`src/rtl/frv_pipeline_stage_fifo.sv`:
```
// Pipeline stage buffer: circular FIFO with optional same-cycle bypass.
// Busy is derived from occupancy only, so it never depends on o_busy.
module frv_pipeline_stage_fifo #(
  parameter int WIDTH    = 32,
  parameter int DEPTH    = 2,
  parameter int PASSTHRU = 0,
  parameter int CW       = $clog2(DEPTH+1)
) (
  input  logic             g_clk,
  input  logic             g_resetn,
  input  logic             flush,
  input  logic             i_valid,
  output logic             i_busy,
  input  logic [WIDTH-1:0] i_data,
  output logic             o_valid,
  input  logic             o_busy,
  output logic [WIDTH-1:0] o_data,
  output logic [CW-1:0]    o_count
);

  localparam int PW = (DEPTH > 1) ? $clog2(DEPTH) : 1;
  localparam logic [PW-1:0] LAST = PW'(DEPTH - 1);

  logic [WIDTH-1:0] r_mem [DEPTH];
  logic [PW-1:0]    r_wptr;
  logic [PW-1:0]    r_rptr;
  logic [CW-1:0]    r_count;

  logic w_empty;
  logic w_full;
  logic w_bypass;
  logic w_push;
  logic w_pop;
  logic w_wr;
  logic w_rd;

  assign w_empty  = (r_count == '0);
  assign w_full   = (r_count == CW'(DEPTH));
  assign w_bypass = (PASSTHRU != 0) && w_empty;

  assign i_busy  = w_full;
  assign o_count = r_count;

  always_comb begin
    o_valid = 1'b0;
    o_data  = r_mem[r_rptr];
    if (w_bypass) begin
      o_valid = i_valid;
      o_data  = i_data;
    end else begin
      o_valid = !w_empty;
    end
    if (flush) o_valid = 1'b0;
  end

  assign w_push = i_valid && !i_busy;
  assign w_pop  = o_valid && !o_busy;
  // A bypassed payload that is consumed never touches storage
  assign w_wr   = w_push && !(w_bypass && w_pop);
  assign w_rd   = w_pop && !w_bypass;

  always_ff @(posedge g_clk) begin
    if (!g_resetn) begin
      r_wptr  <= '0;
      r_rptr  <= '0;
      r_count <= '0;
      for (int i = 0; i < DEPTH; i++) r_mem[i] <= '0;
    end else if (flush) begin
      r_wptr  <= '0;
      r_rptr  <= '0;
      r_count <= '0;
    end else begin
      if (w_wr) begin
        r_mem[r_wptr] <= i_data;
        r_wptr <= (r_wptr == LAST) ? '0 : r_wptr + PW'(1);
      end
      if (w_rd) begin
        r_rptr <= (r_rptr == LAST) ? '0 : r_rptr + PW'(1);
      end
      if (w_wr && !w_rd) r_count <= r_count + CW'(1);
      else if (w_rd && !w_wr) r_count <= r_count - CW'(1);
    end
  end

endmodule

```
`config.mk`:
```
export PLATFORM = sky130hd
export DESIGN_NAME = frv_pipeline_stage_fifo
export DESIGN_NICKNAME = d
export VERILOG_FILES = /design/src/rtl/frv_pipeline_stage_fifo.sv
export SDC_FILE = /design/constraint.sdc
export NUM_CORES = 1
export LEC_CHECK = 0
export BUFFER_PORTS_ARGS = -buffer_cell sky130_fd_sc_hd__buf_4
export CAP_MARGIN = 10
export CORE_UTILIZATION = 57
export DETAILED_ROUTE_END_ITERATION = 6
export PLACE_DENSITY = 0.93
export SLEW_MARGIN = 15
export SYNTH_ARGS = -nofsm -noshare
export SYNTH_HDL_FRONTEND = slang
export SYNTH_SLANG_ARGS = --single-unit
```
`constraint.sdc`:
```
create_clock -name g_clk -period 3.2 [get_ports g_clk]
set_input_delay 0.16 -clock g_clk [delete_from_list [all_inputs] [get_ports g_clk]]
set_output_delay 0.16 -clock g_clk [all_outputs]
set_load 0.01 [all_outputs]
```
Word-level counts from Yosys, hierarchy flattened
Memories as Yosys holds them, arrays and structs flattened. A register that Yosys moved wholly into a read port is not among the register bits.
Cells that the tools add are included.
{ "word_totals": {"regBits": 4, "ramBits": 64, "inputBits": 37, "output_inout_bits": 36, "elab_cells": 38, "memories": 1} }
{ "classes": {"add_sub_neg": 4, "n_eq_ne": 1, "muxes": 15, "n_bitwise": 1, "n_reduce_logical": 13} }
{ "memory_table": {"columns": ["name", "words", "word_bits", "read_ports", "rd_ports_with_merged_regs", "wr", "line", "rtl"], "rows": [
  ["r_mem", 2, 32, 1, 1, 2, "24", "logic [WIDTH-1:0] r_mem [DEPTH];"]
]} }
{ "op_table": {"columns": ["op", "count"], "rows": [
  ["$mux 32", 1],
  ["$reduce_or 32->1", 1],
  ["$mux 1", 12],
  ["$logic_not 1->1", 5],
  ["$logic_and 1x1->1", 4],
  ["$mux 2", 2],
  ["$add 1x1->1 const B", 2],
  ["$add 2x1->2 const B", 1],
  ["$eq 2x2->1 const B", 1],
  ["$logic_not 2->1", 1],
  ["$reduce_bool 2->1", 1],
  ["$reduce_or 2->1", 1],
  ["$sub 2x1->2 const B", 1],
  ["$not 1->1", 1]
]} }

Depth between registers and ports, before layout
{ "logic_depth": {"depth_word": 9, "depth_mapped": 7} }

Worst setup path after synthesis
OpenSTA, ideal clock, no wires.
{ "synth_timing": {"kind": "register to register", "startpoint": "register r_count[0], in the netlist o_count[0]", "endpoint": "memory r_mem[0][0], enable pin", "setup_time_ns": 0.394, "arrival_time_ns": 1.835, "path_slack_ns": 0.972, "stages_incl_launch_ff": 4, "path_buffers": 0, "period_less_slack_ns": 2.228, "path_cell_list": "dfxtp_1 nor2b_2 nor4_4 nand2b_1"} }
{ "synth_lines": {"columns": ["item", "line", "rtl"], "rows": [
  ["start, declared", "27", "logic [CW-1:0] r_count;"],
  ["start signal, assigned", "80", "if (w_wr && !w_rd) r_count <= r_count + CW'(1);"],
  ["start signal, assigned", "81", "else if (w_rd && !w_wr) r_count <= r_count - CW'(1);"],
  ["end, declared", "24", null]
]} }

==> qor.csv <==
stage,metric,value,unit
setup_path,cp-end-kind,flop,
grt,grt_max_degree,33,
sta,clock.fmax,521,MHz
sta,grt_setup_unrepaired,no,
synthesis,syn_area,0.00307,mm2
clock_network,cts_max_level,3,
worst_hold_path,hold_path.startpoint,i_data[21],
synthesis,synth_fp_nets,241,
sta,setup_tns,0,ps
place,globalplace.congestion,0.699,
worst_hold_path,hold_path_depth,2,
detailed_routing,wl_per_cell,15.6,um
synthesis,synth_ff_type,edfxtp_1,
sta,hold_viol,0,
sta,drv_slew,0,
synthesis,synth_warnings,0,
worst_hold_path,hp-class,primary input to flop,
setup_path,cp-start-kind,flop,
clock_network,cts_hold_buf,0,
power,power_leakage,0.00159,uW
grt,gr-total-overflow,0,
clock_network,postCtsSetupRepairBufs,0,
setup_path,crit_family,simple AND/OR/NAND/NOR gates,
clock_network,cts_sinks,69,
sta,relSlewSlack,0.447,
grt,grt.total_usage,0.206,
detailed_routing,post-route-drc-count,0,
die,io_pins,73,
setup_path,reg2reg_slack,1280,ps
synthesis,synthArstFlopShare,0,
setup_path,reg2reg_to,r_mem[1][15]$_SDFFCE_PN0P_,
place,dpl-instance-area,0.00364,mm2
synthesis,ys_types,22,
detailed_routing,drt_wl_total,5490,um
setup_path,critPathMaxFanout,32,
clock_network,cts-root-buf,clkbuf_8,
die,die_x,75.4,um
worst_hold_path,hold_path_end,r_mem[0][21]$_SDFFCE_PN0P_,
layout,area_delta_synth_final,25.1,%
synthesis,synth.avg_cell_area,15.1,um2
detailed_routing,drtPass1Iterations,4,
grt,grt_pass1_vias,1712,
layout,drive_gt1_frac,0.442,
setup_path,crit_arrival,1870,ps
setup_path,slowest_delay,710,ps
power,p_per_area,513,mW/mm2
synthesis,synthCells,203,
power,total_power,1970,uW
die,die_h,75.4,um
layout,nNetsFinal,316,
job,maxCapViolations,0,
die,core_area,0.00514,mm2
setup_path,cp.required,3150,ps
detailed_routing,viasPerCell,5.07,
place,dp_hpwl,3480,um
clock_network,cts_tree,built,
synthesis,seq_area_frac_synth,0.659,
detailed_routing,ant_nets,0,
sta,final.period_utilization,0.600,
clock_network,cts_resized,0,
grt,antenna_found_initial,0,
sta,finalSetupViolCount,0,
setup_path,crit_path_cell_trace,inv_1 > nor4_4 > nand2b_2,
die,die-area,0.00568,mm2
clock_network,clkTransAtPathRegs,80,ps
clock_network,clk_latency,330,ps
layout,diodes,0,
detailed_routing,drtIter0Drc,140,
sta,worst_slack,1280,ps
grt,grt_pass1_wl,8090,um
setup_path,crit_slowest_cell,nand2b_2,
setup_path,critPathBufInv,1,
setup_path,r2r-start,r_wptr$_SDFFE_PP0P_,
die,start_util,0.597,
sta,tightest_slew,829,ps
clock_network,cts_buffer_depth,2,
sta,finClkSkew,8.50,ps
sta,min_period,1920,ps
layout,fillCellCount,349,
synthesis,ys_seq_elements,69,
setup_path,path_class,flop to flop,
die,num_rows,26,
setup_path,reg2reg_depth,3,
clock_network,cts_buffers,9,
place,portBuffers,72,
place,dp_slack,1260,ps
layout,final_area,0.00384,mm2
outcome,status,"finished, final reports clean",
power,ir_drop,0.335,mV
detailed_routing,vias,1790,
synthesis,synth_edf_count,64,
-- through the flow --
step | util | instances | hold slack, ps
2_1_floorplan | - | 203 | 358
3_3_place_gp | 0.707 | 337 | 445
3_5_place_dp | 0.707 | 337 | 449
4_1_cts | 0.747 | 353 | 100
5_1_grt | 0.747 | 353 | 92.0
6_report | 0.747 | 353 | 113
-- report_power, final --
| group | leakage, uW | internal (uW) | switching, uW |
|---|---|---|---|
| clock network | 0.000105 | 431 | 304 |
| registers | 0.000706 | 1030 | 13.9 |
| logic | 0.000777 | 102 | 89.9 |
-- layout make-up --
class,count,area (um2),area share
clock inverter,6,77.6,0.0202
clock buffer,10,128,0.0332
tap,70,87.6,0.0228
sequential,69,2020,0.526
multi-input combinational,121,956,0.249
inverter,2,7.51,0.00195
timing repair buffer,75,563,0.147
-- layer usage --
metal	track usage	wire (um)	vias up
li1	-	-	865
met1	0.237	2200	873
met2	0.350	3000	47
met3	0.0688	234	5
met4	0.0967	52	0
met5	0	0	-
-- cells in the mapped netlist (2+ instances only) --
library cell	count	area (um2)
or3_1	3	18.8
dfxtp_1	5	100
buf_6	6	67.6
nand2b_1	4	25.0
edfxtp_1	64	1920
xor2_1	2	17.5
nor2_1	4	15.0
a21oi_1	2	10.0
clkbuf_1	2	7.51
nor4_4	2	42.5
o21ai_0	2	10.0
buf_2	3	15.0
and2_1	64	400
mux2_2	31	349
mux2i_1	2	20.0
-- state kept, by name (all words and copies together), names as in the netlist, named ones only --
name	cells
r_mem	64
r_rptr	1
o_count	2
r_wptr	1
-- logic make-up after synthesis --
kind of cell / after synthesis / synth area share
compound gates: 4 / 0.00652
flops: 69 / 0.659
fa+ha+maj: 1 / 0.00407
simple gates: 80 / 0.170
xor+xnor: 2 / 0.00571
mux: 34 / 0.124
buf+inv: 13 / 0.0318
-- worst max path at each step --
| stage | start | endpoint | slack [ps] | depth (start not counted) |
|---|---|---|---|---|
| 6_report | r_wptr$_SDFFE_PP0P_ | r_mem[1][15]$_SDFFCE_PN0P_ | 1280 | 3 |
| 3_5_place_dp | o_count[0]$_SDFFE_PP0P_ | r_mem[0][6]$_SDFFCE_PN0P_ | 1260 | 3 |
| 3_3_place_gp | o_count[0]$_SDFFE_PP0P_ | r_mem[0][13]$_SDFFCE_PN0P_ | 1350 | 3 |
| 5_1_grt | o_count[0]$_SDFFE_PP0P_ | r_mem[0][12]$_SDFFCE_PN0P_ | 1130 | 3 |
| 2_1_floorplan | o_count[0]$_SDFFE_PP0P_ | r_mem[0][0]$_SDFFCE_PN0P_ | 970 | 3 |
| 4_1_cts | o_count[0]$_SDFFE_PP0P_ | r_mem[0][12]$_SDFFCE_PN0P_ | 1240 | 3 |
-- cell usage in the layout, fill, tap and decap left out --
cell / netlist / final
nor2b_1: 1 / 1
clkinv_1: 0 / 2
nand2_1: 1 / 1
and2_1: 64 / 64
buf_4: 0 / 75
nor4_4: 2 / 2
xor2_1: 2 / 2
ha_1: 1 / 1
inv_2: 1 / 1
nor2_1: 4 / 4
or3_1: 3 / 3
dfxtp_1: 5 / 5
bufinv_16: 0 / 2
clkbuf_8: 0 / 9
nand2b_1: 4 / 2
a21oi_1: 2 / 2
mux2_1: 1 / 1
mux2i_1: 2 / 2
mux2_2: 31 / 31
o21ai_0: 2 / 2
nand2b_2: 0 / 2
clkinv_2: 0 / 2
nor2b_2: 1 / 1
clkbuf_1: 2 / 1
inv_1: 1 / 1
edfxtp_1: 64 / 64
Power figures use the tool's default switching activity.
